## src/rtl/adc_scan_ctrl_if.sv

```systemverilog
// rtl/adc_scan_ctrl_if.sv - Gowin_ADC side signals of the scan sequencer
interface adc_scan_ctrl_if;
    logic        adc_clk;
    logic        adc_en;
    logic        adc_mode;
    logic [2:0]  adc_vsenctl;
    logic        adc_req;
    logic        adc_rdy;
    logic [13:0] adc_value;

    modport master (
        output adc_clk, adc_en, adc_mode, adc_vsenctl, adc_req,
        input  adc_rdy, adc_value
    );

    modport slave (
        input  adc_clk, adc_en, adc_mode, adc_vsenctl, adc_req,
        output adc_rdy, adc_value
    );
endinterface

```

## src/rtl/adc_scan_ctrl.sv

```systemverilog
// rtl/adc_scan_ctrl.sv - multi-channel scan sequencer for the GW5A Gowin_ADC macro
// Optional per-visit sample averaging is enabled by defining ADC_SCAN_AVG_EN.
module adc_scan_ctrl #(
    parameter int NUM_CH       = 8,
    parameter int CLK_DIV_LOG2 = 5,
    parameter int SETTLE_CYC   = 256,
    parameter int TIMEOUT_CYC  = 65535,
    parameter int AVG_LOG2     = 2
) (
    input  logic                clk,
    input  logic                rst_n,
    input  logic                en,
    input  logic                start,
    input  logic                cont,
    input  logic [NUM_CH-1:0]   ch_mask,
    input  logic [NUM_CH-1:0]   temp_mask,
    adc_scan_ctrl_if.master     adc,
    output logic                res_valid,
    output logic [2:0]          res_ch,
    output logic [13:0]         res_data,
    input  logic [2:0]          rd_ch,
    output logic [13:0]         rd_data,
    output logic                busy,
    output logic                scan_done,
    output logic [NUM_CH-1:0]   timeout_err
);

`ifdef ADC_SCAN_AVG_EN
    localparam bit AVG_EN = 1'b1;
`else
    localparam bit AVG_EN = 1'b0;
`endif
    localparam int AVG_SH = AVG_EN ? AVG_LOG2 : 0;
    localparam int ACC_W  = 14 + AVG_SH;
    localparam int NSAMP  = 1 << AVG_SH;

    localparam logic [2:0] S_IDLE   = 3'd0;
    localparam logic [2:0] S_SEL    = 3'd1;
    localparam logic [2:0] S_SETTLE = 3'd2;
    localparam logic [2:0] S_REQ    = 3'd3;
    localparam logic [2:0] S_CAPT   = 3'd4;
    localparam logic [2:0] S_NEXT   = 3'd5;

    logic [CLK_DIV_LOG2:0] clk_count;
    logic                  rdy_s1, rdy_s2, rdy_s3;
    logic                  rdy_rise;
    logic                  en_q;

    logic [2:0]            state;
    logic [NUM_CH-1:0]     pending;
    logic [2:0]            cur_ch;
    logic [31:0]           cnt;
    logic [31:0]           samp_cnt;
    logic [ACC_W-1:0]      acc;
    logic [ACC_W-1:0]      acc_sum;
    logic                  last_samp;
    logic [13:0]           sample_res;
    logic                  mode_q;
    logic [2:0]            vsen_q;
    logic                  req_q;
    logic [13:0]           bank [8];

    logic [2:0]            sel_idx;
    logic [NUM_CH-1:0]     sel_oh;
    logic [NUM_CH-1:0]     cur_oh;

    // Free-running divider and adcrdy synchroniser; nothing here depends on FSM state.
    always_ff @(posedge clk or negedge rst_n) begin
        if (!rst_n) begin
            clk_count <= '0;
            rdy_s1    <= 1'b0;
            rdy_s2    <= 1'b0;
            rdy_s3    <= 1'b0;
            en_q      <= 1'b0;
        end else begin
            clk_count <= clk_count + 1'b1;
            rdy_s1    <= adc.adc_rdy;
            rdy_s2    <= rdy_s1;
            rdy_s3    <= rdy_s2;
            en_q      <= en;
        end
    end

    assign rdy_rise = rdy_s2 & ~rdy_s3;

    always_comb begin
        sel_idx = '0;
        for (int i = NUM_CH - 1; i >= 0; i--) begin
            if (pending[i]) sel_idx = 3'(i);
        end
    end

    assign sel_oh     = NUM_CH'(1) << sel_idx;
    assign cur_oh     = NUM_CH'(1) << cur_ch;
    assign acc_sum    = acc + ACC_W'(adc.adc_value);
    assign last_samp  = (samp_cnt == 32'(NSAMP - 1));
    assign sample_res = 14'(acc_sum >> AVG_SH);

    always_ff @(posedge clk or negedge rst_n) begin
        if (!rst_n) begin
            state       <= S_IDLE;
            pending     <= '0;
            cur_ch      <= '0;
            cnt         <= '0;
            samp_cnt    <= '0;
            acc         <= '0;
            mode_q      <= 1'b1;
            vsen_q      <= '0;
            req_q       <= 1'b0;
            res_valid   <= 1'b0;
            res_ch      <= '0;
            res_data    <= '0;
            busy        <= 1'b0;
            scan_done   <= 1'b0;
            timeout_err <= '0;
            for (int i = 0; i < 8; i++) bank[i] <= '0;
        end else begin
            res_valid <= 1'b0;
            scan_done <= 1'b0;
            if (!en) begin
                state <= S_IDLE;
                req_q <= 1'b0;
                busy  <= 1'b0;
            end else begin
                case (state)
                    S_IDLE: begin
                        if (start || cont) begin
                            pending     <= ch_mask;
                            timeout_err <= '0;
                            if (ch_mask == '0) begin
                                scan_done <= 1'b1;
                            end else begin
                                busy  <= 1'b1;
                                state <= S_SEL;
                            end
                        end
                    end
                    S_SEL: begin
                        cur_ch   <= sel_idx;
                        vsen_q   <= sel_idx;
                        mode_q   <= ~|(temp_mask & sel_oh);
                        pending  <= pending & ~sel_oh;
                        cnt      <= '0;
                        samp_cnt <= '0;
                        acc      <= '0;
                        state    <= S_SETTLE;
                    end
                    S_SETTLE: begin
                        if (cnt == 32'(SETTLE_CYC - 1)) begin
                            cnt   <= '0;
                            req_q <= 1'b1;
                            state <= S_REQ;
                        end else begin
                            cnt <= cnt + 1'b1;
                        end
                    end
                    S_REQ: begin
                        if (rdy_rise) begin
                            req_q    <= 1'b0;
                            cnt      <= '0;
                            samp_cnt <= samp_cnt + 1'b1;
                            state    <= S_CAPT;
                            if (last_samp) begin
                                bank[cur_ch] <= sample_res;
                                res_ch       <= cur_ch;
                                res_data     <= sample_res;
                                res_valid    <= 1'b1;
                            end else begin
                                acc <= acc_sum;
                            end
                        end else if (cnt == 32'(TIMEOUT_CYC - 1)) begin
                            req_q       <= 1'b0;
                            timeout_err <= timeout_err | cur_oh;
                            state       <= S_NEXT;
                        end else begin
                            cnt <= cnt + 1'b1;
                        end
                    end
                    S_CAPT: begin
                        // Re-request without settling until the visit has all its samples.
                        if (samp_cnt == 32'(NSAMP)) begin
                            state <= S_NEXT;
                        end else begin
                            req_q <= 1'b1;
                            state <= S_REQ;
                        end
                    end
                    S_NEXT: begin
                        if (pending != '0) begin
                            state <= S_SEL;
                        end else begin
                            scan_done <= 1'b1;
                            busy      <= 1'b0;
                            state     <= S_IDLE;
                        end
                    end
                    default: state <= S_IDLE;
                endcase
            end
        end
    end

    assign rd_data         = ({1'b0, rd_ch} < 4'(NUM_CH)) ? bank[rd_ch] : '0;
    assign adc.adc_clk     = clk_count[CLK_DIV_LOG2];
    assign adc.adc_en      = en_q;
    assign adc.adc_mode    = mode_q;
    assign adc.adc_vsenctl = vsen_q;
    assign adc.adc_req     = req_q;

endmodule

```

## src/flat_wrapper.sv

```systemverilog
// flat-port wrapper written by rule: the top's interface ports become plain ports
module adc_scan_ctrl_flat 
#(
    parameter int NUM_CH       = 8,
    parameter int CLK_DIV_LOG2 = 5,
    parameter int SETTLE_CYC   = 256,
    parameter int TIMEOUT_CYC  = 65535,
    parameter int AVG_LOG2     = 2
)
  (clk, rst_n, en, start, cont, ch_mask, temp_mask, res_valid, res_ch, res_data, rd_ch, rd_data, busy, scan_done, timeout_err, adc_adc_clk, adc_adc_en, adc_adc_mode, adc_adc_vsenctl, adc_adc_req, adc_adc_rdy, adc_adc_value);
  adc_scan_ctrl_if adc_i ();
  input  logic clk;
  input  logic rst_n;
  input  logic en;
  input  logic start;
  input  logic cont;
  input  logic [NUM_CH-1:0] ch_mask;
  input  logic [NUM_CH-1:0] temp_mask;
  output logic res_valid;
  output logic [2:0] res_ch;
  output logic [13:0] res_data;
  input  logic [2:0] rd_ch;
  output logic [13:0] rd_data;
  output logic busy;
  output logic scan_done;
  output logic [NUM_CH-1:0] timeout_err;
  output wire logic [$bits(adc_i.adc_clk)-1:0] adc_adc_clk;
  output wire logic [$bits(adc_i.adc_en)-1:0] adc_adc_en;
  output wire logic [$bits(adc_i.adc_mode)-1:0] adc_adc_mode;
  output wire logic [$bits(adc_i.adc_vsenctl)-1:0] adc_adc_vsenctl;
  output wire logic [$bits(adc_i.adc_req)-1:0] adc_adc_req;
  input wire logic [$bits(adc_i.adc_rdy)-1:0] adc_adc_rdy;
  input wire logic [$bits(adc_i.adc_value)-1:0] adc_adc_value;
  assign adc_adc_clk = adc_i.adc_clk;
  assign adc_adc_en = adc_i.adc_en;
  assign adc_adc_mode = adc_i.adc_mode;
  assign adc_adc_vsenctl = adc_i.adc_vsenctl;
  assign adc_adc_req = adc_i.adc_req;
  assign adc_i.adc_rdy = adc_adc_rdy;
  assign adc_i.adc_value = adc_adc_value;
  adc_scan_ctrl #(.NUM_CH(NUM_CH), .CLK_DIV_LOG2(CLK_DIV_LOG2), .SETTLE_CYC(SETTLE_CYC), .TIMEOUT_CYC(TIMEOUT_CYC), .AVG_LOG2(AVG_LOG2)) u_core (.clk(clk), .rst_n(rst_n), .en(en), .start(start), .cont(cont), .ch_mask(ch_mask), .temp_mask(temp_mask), .adc(adc_i), .res_valid(res_valid), .res_ch(res_ch), .res_data(res_data), .rd_ch(rd_ch), .rd_data(rd_data), .busy(busy), .scan_done(scan_done), .timeout_err(timeout_err));
endmodule
```

## config.mk

```make
export PLATFORM = sky130hd
export DESIGN_NAME = adc_scan_ctrl_flat
export DESIGN_NICKNAME = d
export VERILOG_FILES = /design/src/rtl/adc_scan_ctrl_if.sv /design/src/rtl/adc_scan_ctrl.sv /design/src/flat_wrapper.sv
export SDC_FILE = /design/constraint.sdc
export NUM_CORES = 1
export LEC_CHECK = 0
export BUFFER_PORTS_ARGS = -buffer_cell sky130_fd_sc_hd__buf_4
export CORE_ASPECT_RATIO = 0.6
export CORE_MARGIN = 1
export CORE_UTILIZATION = 50
export CTS_BUF_LIST = sky130_fd_sc_hd__clkbuf_4 sky130_fd_sc_hd__clkbuf_8 sky130_fd_sc_hd__clkbuf_16
export CTS_CLUSTER_DIAMETER = 150
export DETAILED_ROUTE_END_ITERATION = 10
export GPL_TIMING_DRIVEN = 0
export PLACE_DENSITY = 0.66
export SYNTH_ARGS = -nofsm -noshare
export SYNTH_HDL_FRONTEND = slang
export SYNTH_SLANG_ARGS = --single-unit
```

## constraint.sdc

```tcl
create_clock -name clk -period 2.8 [get_ports clk]
set_input_delay 0.14 -clock clk [delete_from_list [all_inputs] [get_ports clk]]
set_output_delay 0.14 -clock clk [all_outputs]
set_load 0.01 [all_outputs]
```

==> results of run 1 <==
registers in the layout, summed over array words and instances, names as in the netlist, 3 cells and up:
register and count:
u_core.pending 8, u_core.timeout_err 8, u_core.clk_count 6, u_core.cnt 32
u_core.cur_ch 3, u_core.acc 14, u_core.state 3, u_core.bank 112
u_core.res_data 14, u_core.res_ch 3, u_core.samp_cnt 32
final cells by class:
type	count	area, µm²	area share
Clock inverter	12	145.1	0.01025
Inverter	21	78.83	0.005569
Multi-Input combinational cell	843	5604	0.3960
Buffer	49	240.2	0.01697
Timing Repair Buffer	102	868.3	0.06135
Tap cell	315	394.1	0.02785
Sequential cell	244	6107	0.4315
Clock buffer	32	715.7	0.05057
how the worst min path moves through the flow:
stage / start / endpoint / slack [ns] / cells after the start
final: rst_n / u_core.bank[104] / 0.01 / 2
after global routing: rst_n / u_core.bank[76] / 0.008 / 2
after CTS: rst_n / u_core.bank[76] / 0.001 / 2
after detailed placement: rst_n / u_core.bank[104] / -0.04 / 1
after global placement: adc_adc_rdy / u_core.rdy_s1 / 0.25 / 1
after floorplan: rst_n / u_core.acc[0] / -0.16 / 0
cells in the mapped netlist, drive strengths merged (3+ instances only):
cell,count
mux2i,6
xnor2,27
o21bai,3
nand2,194
or3,15
mux4,28
a22o,7
nand2b,6
inv,21
and4,9
and2,10
nand3b,5
ha,19
nand4,21
clkbuf,32
buf,18
nor2,72
o31ai,16
a21o,8
o21ai,146
nand3,52
nor4,24
a41oi,3
nor2b,7
mux2,31
and3,9
nor3,27
a21oi,30
xor2,34
dfrtp,243
what timing repair did:
| item | CTS | global route |
|---|---|---|
| hold endpoints to repair | 255 | 0 |
| resized for setup | 3 | 39 |
| buffers inserted | 0 | 3 |
| setup endpoints to repair | 30 | 119 |
| hold buffers | 12 | 0 |
| pin swaps | 0 | 3 |
critical path: cells and delay by family (launching register included):
kind / cells / cell delay, ns
compound gates: 3 / 0.61
fa+ha+maj: 2 / 0.66
xor+xnor: 1 / 0.87
flops: 1 / 0.39
routing by layer:
metal / vias up / GRT usage / wire length, µm
met3: 31 / 0.05618 / 2479
met4: 0 / 0.03693 / 367
met2: 320 / 0.3543 / 12530
met5: - / 0 / 0
li1: 4385 / - / -
met1: 4755 / 0.4365 / 16150
cell families after synthesis:
| logic type | synth area share |
|---|---|
| buffers and inverters | 0.02548 |
| adder cells (fa/ha/maj) | 0.02160 |
| AND/OR/NAND/NOR | 0.1922 |
| XOR/XNOR | 0.04478 |
| flip-flops | 0.5119 |
| AO/OA/AOI/OAI | 0.1169 |
| multiplexers | 0.08714 |
power groups by stage:
| stage | clock [mW] | sequential, mW | combinational [mW] |
|---|---|---|---|
| final | 3.51 | 4.26 | 2.39 |
| after global routing | 3.72 | 4.31 | 2.63 |
| after CTS | 3.56 | 4.25 | 2.30 |
| after detailed placement | 0 | 4.31 | 2.27 |
| after global placement | 0 | 4.30 | 2.22 |
| after floorplan | 0 | 4.25 | 1.39 |
==> reports/results.tsv, run 1 <==
stage	metric	value	unit
outcome	outcome	complete, no violations	
final_layout	Nets	1344	
run	max_cap viols	0	
final_layout	share of layout cells above drive strength 1	0.1988	
grt	largest net degree at the start of global routing	119	
routing	detailed-route via count	9491	
floorplanning	# rows	43	
power	P per Cell Area	718.4	nW/µm²
timing	Hold Slack	0.01298	ns
clock_tree	CTS tree	built	
floorplanning	Die Span Y	121.7	µm
logic_synthesis	post-synth top area cell	dfrtp_1	
power	power share of the combinational group	0.235	
power	share of power burned in registers	0.419	
setup_path	Critical Path RT	3.16	ns
logic_synthesis	Synth top area share	0.5096	
final_layout	area delta synth->final	18.62	%
timing	skew final	0.01432	ns
setup_path	worst r2r path cells	6	
timing	Final Setup Violations	0	
final_layout	Final Non-Filler Cells	1618	
final_layout	Diodes inserted	0	
setup_path	Critical Path Max Stage Delay	0.87	ns
timing	min Tclk post-route	2.693	ns
final_layout	most frequent cells in the layout	243 x dfrtp_1, 194 x nand2_1, 142 x o21ai_0	
logic_synthesis	yosys warns	0	
setup_path	Data arrival, critical path	3.05	ns
setup_path	CP endpoint	u_core.bank[102]	
min_path	Hold Crit Class	primary input to asynchronous set/reset pin	
routing	Antenna Nets Post-Route	0	
final_layout	Filler cells	1949	
setup_path	worst r2r src	u_core.acc[0]	
clock_tree	clk slew on worst S/H paths	0.07	ns
clock_tree	CTS root buf	clkbuf_16	
routing	1st-iter DRT viols	924	
logic_synthesis	synthesized area	11930	µm²
setup_path	Reg2Reg Setup Slack	0.11	ns
place	Placed Area	13030	µm²
logic_synthesis	share of the yosys chip area belonging to registers	0.5118	
logic_synthesis	Post-Syn Area per Cell	10.30	µm²
timing	Fin. Hold Viols	0	
timing	setup TNS	0	ns
timing	Tightest Pin Transition	1.185	ns
power	Clock power frac	0.345	
power	switching power total	3.271	mW
place	port buffer count	85	
power	Pwr Total	10.17	mW
clock_tree	latest clock arrival within the worst-skew pair	0.53	ns
floorplanning	Ports	88	
grt	total track usage	0.2636	
power	Sw Share	0.3217	
logic_synthesis	count of cell types in the netlist	74	
floorplanning	Core Area	23240	µm²
final_layout	Util after Layout	0.6090	
logic_synthesis	Cells after Synth	1158	
grt	vias in the first global route	9054	
logic_synthesis	top cells by area, synth	dfrtp_1 51%, nand2_1 6.1%, o21ai_0 6.0%, mux4_2 5.3%, mux2_2 2.9%	
floorplanning	Starting Density	0.5134	
setup_path	reg2reg end	u_core.bank[102]	
setup_path	crit path launch	u_core.acc[0]	
logic_synthesis	ys flop type	dfrtp_1	
timing	achievable clock frequency	0.3713	GHz
setup_path	Critical Path Source Type	register	
power	worst vdd ir	0.0005688	V
grt	grt ovf	0	
grt	first-pass GRT wire length	50.69	mm
place	Post-DP HPWL	22.04	mm
place	Cells after DPL	1560	
logic_synthesis	post-synthesis net count	1217	
floorplanning	Die Width	201.4	µm
grt	initial antenna violation count	0	
setup_path	CP max FO	10	
final_layout	Final Cell Area	14150	µm²
power	Leak	6.329	nW
place	Final GP Congestion	0.8682	
timing	Max-slew headroom	0.2042	
routing	final wirelength	31.53	mm
logic_synthesis	Async SR Flop Fraction	1.000	
final_layout	commonest non-fill, non-tap cell in the layout	dfrtp_1	
timing	unrepaired setup endpoints after global routing	false	
setup_path	worst path cell trace	ha_1, fa_1, a21o_1, a21oi_1, xor2_1, o21ai_0	
setup_path	Crit Path Class	register to register	
routing	drt first pass iters	5	
clock_tree	Num CTS Buffers	24	
setup_path	CP Capture Type	register	
routing	WL per Instance	19.49	µm
timing	Max Slew Vio Count	0	
place	pre-CTS setup slack	-0.2295	ns
timing	Period Utilization, post-route	0.9618	
logic_synthesis	post-synthesis register bit count	244	
power	P_int	6.897	mW
timing	setup slack after layout	0.1069	ns
floorplanning	die area	24500	µm²
routing	drc violations	0	
routing	Via-to-Cell Ratio	5.866	
clock_tree	CTS HTree Levels	1	
logic_synthesis	EDFF count, synth	0	
setup_path	slowest CP cell	xor2_1	
clock_tree	CTS Sinks	244	
clock_tree	Max clock buf depth	3	
(Power assumes the default switching activity.)
==> run 2: changes to the inputs <==
--- a/config.mk
+++ b/config.mk
@@ -6,7 +6,7 @@
 export NUM_CORES = 1
 export LEC_CHECK = 0
 export BUFFER_PORTS_ARGS = -buffer_cell sky130_fd_sc_hd__buf_4
-export CORE_ASPECT_RATIO = 0.6
+export CORE_ASPECT_RATIO = 1.25
 export CORE_MARGIN = 1
 export CORE_UTILIZATION = 50
 export CTS_BUF_LIST = sky130_fd_sc_hd__clkbuf_4 sky130_fd_sc_hd__clkbuf_8 sky130_fd_sc_hd__clkbuf_16
@@ -14,6 +14,7 @@
 export DETAILED_ROUTE_END_ITERATION = 10
 export GPL_TIMING_DRIVEN = 0
 export PLACE_DENSITY = 0.66
+export RECOVER_POWER = 100
 export SYNTH_ARGS = -nofsm -noshare
 export SYNTH_HDL_FRONTEND = slang
 export SYNTH_SLANG_ARGS = --single-unit
==> run 2 against run 1 <==
  * The flow now finishes with violations (capacitance limit, slew limit)
  * Final cell count down 1.7%
  * Setup slack better by 0.074 ns
  * Cell area is 2.2% lower
  * Via count decreased by 3.0%
  * Power shrank 2.1%
  * Worst hold slack gained 0.083 ns
  * First-iteration DRC count down 41%
  * Flip-flop and latch count did not move
  * Clock power barely moved
  * Sequential power is essentially flat
  * Die area hardly changed
  * Wire length decreased by 4.7%
  * Largest cell class unchanged
  * Highest routed layer unchanged
==> reports/results.tsv, run 2 (synthesis results as in run 1) <==
stage	metric	value	unit	change
outcome	outcome	finished with violations		was complete, no violations
outcome	failing checks	capacitance limit, slew limit		
final_layout	area delta synth->final	16.00	%	was 18.62%
setup_path	Crit Path Class	register to register		unchanged
setup_path	crit path launch	u_core.cnt[0]		was u_core.acc[0]
final_layout	Util after Layout	0.5967		was 0.6090
clock_tree	CTS tree	built		unchanged
place	port buffer count	85		unchanged
setup_path	worst r2r path cells	8		was 6
floorplanning	# rows	62		was 43
routing	WL per Instance	18.88	µm	was 19.49 µm
clock_tree	Max clock buf depth	3		unchanged
floorplanning	Core Area	23190	µm²	was 23240 µm²
setup_path	worst path cell trace	ha_1, or4b_1, nor3_1, and4b_1, o21ai_2, nor2_2, clkbuf_2, nor2_1		was ha_1, fa_1, a21o_1, a21oi_1, xor2_1, o21ai_0
timing	skew final	0.01327	ns	was 0.01432 ns
min_path	Hold Crit Class	primary input to register		was primary input to asynchronous set/reset pin
grt	largest net degree at the start of global routing	120		was 119
floorplanning	Starting Density	0.5144		was 0.5134
power	worst vdd ir	0.0006014	V	was 0.0005688 V
floorplanning	Die Span Y	174.7	µm	was 121.7 µm
timing	Period Utilization, post-route	0.9354		was 0.9618
routing	drt first pass iters	5		unchanged
grt	GR peak layer	met2		was met1
final_layout	Final Non-Filler Cells	1591		was 1618
setup_path	slowest CP cell	or4b_1		was xor2_1
place	Post-DP HPWL	21.40	mm	was 22.04 mm
timing	Final Setup Violations	0		unchanged
final_layout	Nets	1344		unchanged
setup_path	Critical Path RT	3.20	ns	was 3.16 ns
clock_tree	latest clock arrival within the worst-skew pair	0.53	ns	about the same
final_layout	Largest register FFs	112		unchanged
final_layout	commonest non-fill, non-tap cell in the layout	dfrtp_1		unchanged
run	max_cap viols	1		was 0
setup_path	CP Capture Type	register		unchanged
setup_path	Reg2Reg Setup Slack	0.18	ns	was 0.11 ns
power	Leak	6.097	nW	was 6.329 nW
routing	Antenna Nets Post-Route	0		unchanged
setup_path	Critical Path Source Type	register		unchanged
grt	grt ovf	0		unchanged
floorplanning	die area	24490	µm²	was 24500 µm²
floorplanning	Ports	88		unchanged
routing	Via-to-Cell Ratio	5.784		was 5.866
setup_path	worst r2r src	u_core.cnt[0]		was u_core.acc[0]
setup_path	reg2reg end	u_core.cnt[15]		was u_core.bank[102]
timing	unrepaired setup endpoints after global routing	true		was false
final_layout	Top reg by flops	u_core.bank		unchanged
timing	Max-slew headroom	-0.09681		was 0.2042
grt	met3 Use GR	0.03042		was 0.05618
clock_tree	CTS HTree Levels	1		unchanged
routing	detailed-route via count	9202		was 9491
setup_path	CP max FO	10		unchanged
clock_tree	CTS Sinks	244		unchanged
floorplanning	Die Width	140.2	µm	was 201.4 µm
setup_path	CP endpoint	u_core.cnt[15]		was u_core.bank[102]
timing	Max Slew Vio Count	66		was 0
timing	Hold Slack	0.09631	ns	was 0.01298 ns
timing	Tightest Pin Transition	1.645	ns	was 1.185 ns
clock_tree	clk slew on worst S/H paths	0.06	ns	was 0.07 ns
grt	vias in the first global route	9332		was 9054
routing	1st-iter DRT viols	546		was 924
place	Cells after DPL	1533		was 1560
setup_path	Critical Path Max Stage Delay	0.45	ns	was 0.87 ns
setup_path	Data arrival, critical path	3.02	ns	was 3.05 ns
timing	achievable clock frequency	0.3818	GHz	was 0.3713 GHz
grt	total track usage	0.2554		was 0.2636
grt	first-pass GRT wire length	49.25	mm	was 50.69 mm
grt	initial antenna violation count	0		unchanged
grt	met2 usage in global routing	0.4629		was 0.3543
power	P per Cell Area	719.1	nW/µm²	was 718.4 nW/µm²
timing	Fin. Hold Viols	0		unchanged
timing	setup TNS	0	ns	unchanged
place	Final GP Congestion	0.8269		was 0.8682
final_layout	share of layout cells above drive strength 1	0.1527		was 0.1988
final_layout	Largest regs	u_core.bank: 112 flops, u_core.cnt: 32 flops, u_core.samp_cnt: 32 flops		unchanged
grt	GRT met1 Usage	0.3196		was 0.4365
routing	final wirelength	30.05	mm	was 31.53 mm
timing	min Tclk post-route	2.619	ns	was 2.693 ns
final_layout	Diodes inserted	0		unchanged
final_layout	most frequent cells in the layout	243 x dfrtp_1, 194 x nand2_1, 142 x o21ai_0		unchanged
routing	drc violations	0		unchanged
clock_tree	CTS root buf	clkbuf_16		unchanged
clock_tree	Num CTS Buffers	26		was 24
[run 2: cell types whose count changed in the layout (fill, tap and decap cells not counted), moves of 4 or more]
cell        before  now
buf_4           90   39
clkbuf_1        21   70
clkbuf_8         6   12
clkinvlp_4       4    0
clkbuf_4         2    6
buf_2           15    8
clkbuf_2         6   15
[run 2: how the worst min path moves through the flow]
stage                  from             endpoint  slack [ns]  cells after the start
6_report       temp_mask[3]  u_core.adc.adc_mode         0.1                      3
5_1_grt        temp_mask[3]  u_core.adc.adc_mode         0.1                      3
4_1_cts        temp_mask[3]  u_core.adc.adc_mode        0.07                      3
3_5_place_dp          rst_n  u_core.res_data[11]        0.11                      1
3_3_place_gp    adc_adc_rdy        u_core.rdy_s1        0.25                      1
2_1_floorplan         rst_n        u_core.acc[0]       -0.16                      0
[run 2: metrics by stage]
step	cell area (µm²)	worst slack (ns)	total power, mW
floorplan	11930	0.4810	5.641
finish	13840	0.1808	9.953
global placement	12930	-0.3845	6.531
detailed placement	12990	-0.1356	6.587
global route	13840	-0.0003284	10.46
CTS	14030	0.07218	10.14
[run 2: area by class of cell]
type | count | area (µm²)
multi-input cells | 843 | 5538
inverters | 21 | 78.83
clock buffers | 43 | 870.8
fillers | 2008 | 9354
clock inverters | 3 | 21.27
well taps | 288 | 360.3
flip-flops and latches | 244 | 6107
repair buffers | 100 | 635.6
plain buffers | 49 | 229.0
[run 2: what timing repair did]
item | in CTS | in global routing
cloned | 0 | 0
setup endpoints to repair | 28 | 55
hold buffers | 12 | 0
hold endpoints to repair | 101 | 0
setup buffers | 0 | 1
pin swaps | 0 | 1
resized for setup | 3 | 24
[run 2: worst max-delay path: cells and delay by family (launching register included)]
family	cells	cell delay (ns)
adder cells (fa/ha/maj)	1	0.26
flip-flops	1	0.44
AND/OR/NAND/NOR	5	1.30
buffers and inverters	1	0.33
AO/OA/AOI/OAI	1	0.15
[run 2: layer usage]
metal / vias to the layer above / share of wire
met4: 0 / 0.026
met3: 58 / 0.040
met2: 211 / 0.53
met5: - / 0
li1: 4396 / -
met1: 4537 / 0.41
[run 2: report_power, final]
| part | total (mW) | internal, mW | switching [mW] |
|---|---|---|---|
| logic | 2.18 | 0.758 | 1.42 |
| clock network | 3.52 | 2.11 | 1.41 |
| registers | 4.25 | 3.92 | 0.329 |
==> run 3: changes to the inputs <==
--- a/config.mk
+++ b/config.mk
@@ -8,12 +8,12 @@
 export BUFFER_PORTS_ARGS = -buffer_cell sky130_fd_sc_hd__buf_4
 export CORE_ASPECT_RATIO = 1.25
 export CORE_MARGIN = 1
-export CORE_UTILIZATION = 50
+export CORE_UTILIZATION = 61
 export CTS_BUF_LIST = sky130_fd_sc_hd__clkbuf_4 sky130_fd_sc_hd__clkbuf_8 sky130_fd_sc_hd__clkbuf_16
 export CTS_CLUSTER_DIAMETER = 150
 export DETAILED_ROUTE_END_ITERATION = 10
 export GPL_TIMING_DRIVEN = 0
-export PLACE_DENSITY = 0.66
+export PLACE_DENSITY = 0.79
 export RECOVER_POWER = 100
 export SYNTH_ARGS = -nofsm -noshare
 export SYNTH_HDL_FRONTEND = slang
==> run 3 against run 2 <==
  * The flow now finishes without violations
  * Critical path type unchanged
  * Worst hold slack worse by 0.00090 ns
  * Setup slack worse by 0.040 ns
  * Sequential share of layout area fell by 0.16 points
  * Register-to-register slack lost 0.04 ns
  * Utilization is 13 points higher
  * Critical endpoint is now u_core.bank[10]
  * First-iteration DRC count up 36%
==> reports/results.tsv, run 3 (synthesis results as in run 1) <==
stage	metric	value	unit	change
final_layout	Util after Layout	0.7316		was 0.5967
routing	Via-to-Cell Ratio	6.120		was 5.784
clock_tree	Num CTS Buffers	25		was 26
setup_path	CP Depth	8		unchanged
clock_tree	Max clock buf depth	3		unchanged
grt	initial antenna violation count	0		unchanged
timing	Max-slew headroom	0.05676		was -0.09681
final_layout	Final Non-Filler Cells	1562		was 1591
clock_tree	clk slew on worst S/H paths	0.06	ns	about the same
setup_path	Critical Path Source Type	register		unchanged
final_layout	Top reg by flops	u_core.bank		unchanged
grt	vias in the first global route	9721		was 9332
setup_path	worst r2r path cells	8		unchanged
routing	WL per Instance	19.25	µm	was 18.88 µm
timing	min Tclk post-route	2.660	ns	was 2.619 ns
setup_path	CP max FO	10		unchanged
floorplanning	# rows	56		was 62
timing	Final Setup Violations	0		unchanged
min_path	Hold Crit Class	primary input to register		unchanged
clock_tree	CTS Sinks	244		unchanged
run	max_cap viols	0		was 1
timing	skew final	0.01502	ns	was 0.01327 ns
timing	Max Slew Vio Count	0		was 66
timing	achievable clock frequency	0.3760	GHz	was 0.3818 GHz
setup_path	Data arrival, critical path	3.04	ns	was 3.02 ns
power	Leak	6.123	nW	was 6.097 nW
setup_path	slowest CP cell	fa_1		was or4b_1
setup_path	Critical Path Max Stage Delay	0.43	ns	was 0.45 ns
clock_tree	CTS HTree Levels	1		unchanged
floorplanning	die area	20130	µm²	was 24490 µm²
routing	detailed-route via count	9559		was 9202
floorplanning	Die Span Y	158.4	µm	was 174.7 µm
routing	1st-iter DRT viols	744		was 546
timing	Fin. Hold Viols	0		unchanged
routing	drt first pass iters	5		unchanged
place	Final GP Congestion	0.8897		was 0.8269
min_path	hold depth	3		unchanged
power	Pwr Total	10.36	mW	was 9.953 mW
setup_path	Crit path max-delay family	compound AO/OA/AOI/OAI gates		was simple AND/OR/NAND/NOR gates
grt	grt ovf	0		unchanged
grt	largest net degree at the start of global routing	101		was 120
floorplanning	Starting Density	0.6284		was 0.5144
timing	Period Utilization, post-route	0.9499		was 0.9354
final_layout	Largest register FFs	112		unchanged
setup_path	CP bufs+invs	0		was 1
final_layout	area delta synth->final	16.42	%	was 16.00%
timing	unrepaired setup endpoints after global routing	false		was true
power	worst vdd ir	0.0005593	V	was 0.0006014 V
setup_path	CP Capture Type	register		unchanged
power	P per Cell Area	745.5	nW/µm²	was 719.1 nW/µm²
final_layout	Nets	1343		was 1344
routing	final wirelength	30.06	mm	was 30.05 mm
floorplanning	Ports	88		unchanged
final_layout	share of layout cells above drive strength 1	0.1483		was 0.1527
setup_path	worst path cell trace	ha_1, fa_1, a211oi_1, o21ai_0, nand3_1, nand3b_1, xnor2_4, o21ai_0		was ha_1, or4b_1, nor3_1, and4b_1, o21ai_2, nor2_2, clkbuf_2, nor2_1
setup_path	CP dominant cell by count	o21ai_0		
grt	total track usage	0.3103		was 0.2554
clock_tree	CTS tree	built		unchanged
place	Cells after DPL	1506		was 1533
floorplanning	Die Width	127.1	µm	was 140.2 µm
outcome	outcome	complete, no violations		was finished with violations
routing	drc violations	0		unchanged
clock_tree	latest clock arrival within the worst-skew pair	0.53	ns	about the same
place	Post-DP HPWL	20.43	mm	was 21.40 mm
grt	first-pass GRT wire length	48.85	mm	was 49.25 mm
place	port buffer count	85		unchanged
final_layout	most frequent cells in the layout	243 x dfrtp_1, 194 x nand2_1, 142 x o21ai_0		unchanged
routing	Antenna Nets Post-Route	0		unchanged
timing	Tightest Pin Transition	1.415	ns	was 1.645 ns
setup_path	Crit Path Class	register to register		unchanged
clock_tree	CTS root buf	clkbuf_16		unchanged
final_layout	commonest non-fill, non-tap cell in the layout	dfrtp_1		unchanged
final_layout	Diodes inserted	0		unchanged
floorplanning	Core Area	18990	µm²	was 23190 µm²
setup_path	Critical Path RT	3.18	ns	was 3.20 ns
final_layout	Largest regs	u_core.bank: 112 flops, u_core.cnt: 32 flops, u_core.samp_cnt: 32 flops		unchanged
run 3: worst register-to-register path: stages, from the launching register on:
cell      delay [ns]
dfrtp_1         0.38
ha_1            0.22
fa_1            0.44
a211oi_1        0.36
o21ai_0         0.23
nand3_1         0.14
nand3b_1        0.18
xnor2_4         0.37
o21ai_0         0.19
run 3: timing repair:
item	in CTS	in global routing
setup buffers	0	1
pin swaps	0	1
endpoints found under the setup margin	24	75
gates resized for setup	3	20
endpoints found under the hold margin	85	0
hold buffers	12	0
run 3: metal layers:
layer	track usage	routed length, µm	up-vias
met5	0	0	-
met3	0.03999	1749	76
met4	0.1355	1071	0
li1	-	-	4394
met2	0.5529	15400	374
met1	0.3805	11840	4715
run 3: cell type report:
class	count	area [µm²]
well taps	261	326.6
inverters	21	78.83
flip-flops and latches	244	6107
clock inverters	12	264.0
clock buffers	32	703.2
plain buffers	49	222.7
repair buffers	100	645.6
fillers	1417	5097
multi-input cells	843	5543
run 3: path summary, 6_finish.rpt:
path                                from                   to  slack [ns]
setup / recovery           u_core.acc[0]      u_core.bank[10]        0.14
hold / removal              temp_mask[3]  u_core.adc.adc_mode         0.1
max in group asynchronous          rst_n      u_core.bank[83]        1.16
min in group asynchronous          rst_n       u_core.acc[11]        0.48
hold reg to reg            u_core.rdy_s1        u_core.rdy_s2        0.35
setup reg to reg           u_core.acc[0]      u_core.bank[10]        0.14
run 3: metrics by stage:
stage	setup TNS (ns)	instance area [µm²]	setup WS, ns	hold WS (ns)
2_1_floorplan	0	11930	0.4810	-0.1556
3_3_place_gp	-70.37	12900	-0.3060	0.2502
3_5_place_dp	-2.219	12960	-0.1519	0.08701
4_1_cts	0	14060	0.03573	0.08085
5_1_grt	0	13890	0.0004110	0.08961
6_report	0	13890	0.1404	0.09541
run 3: report_power, final:
group,internal [mW],switching (mW)
clock network,2.50,1.41
logic,0.766,1.43
registers,3.92,0.329
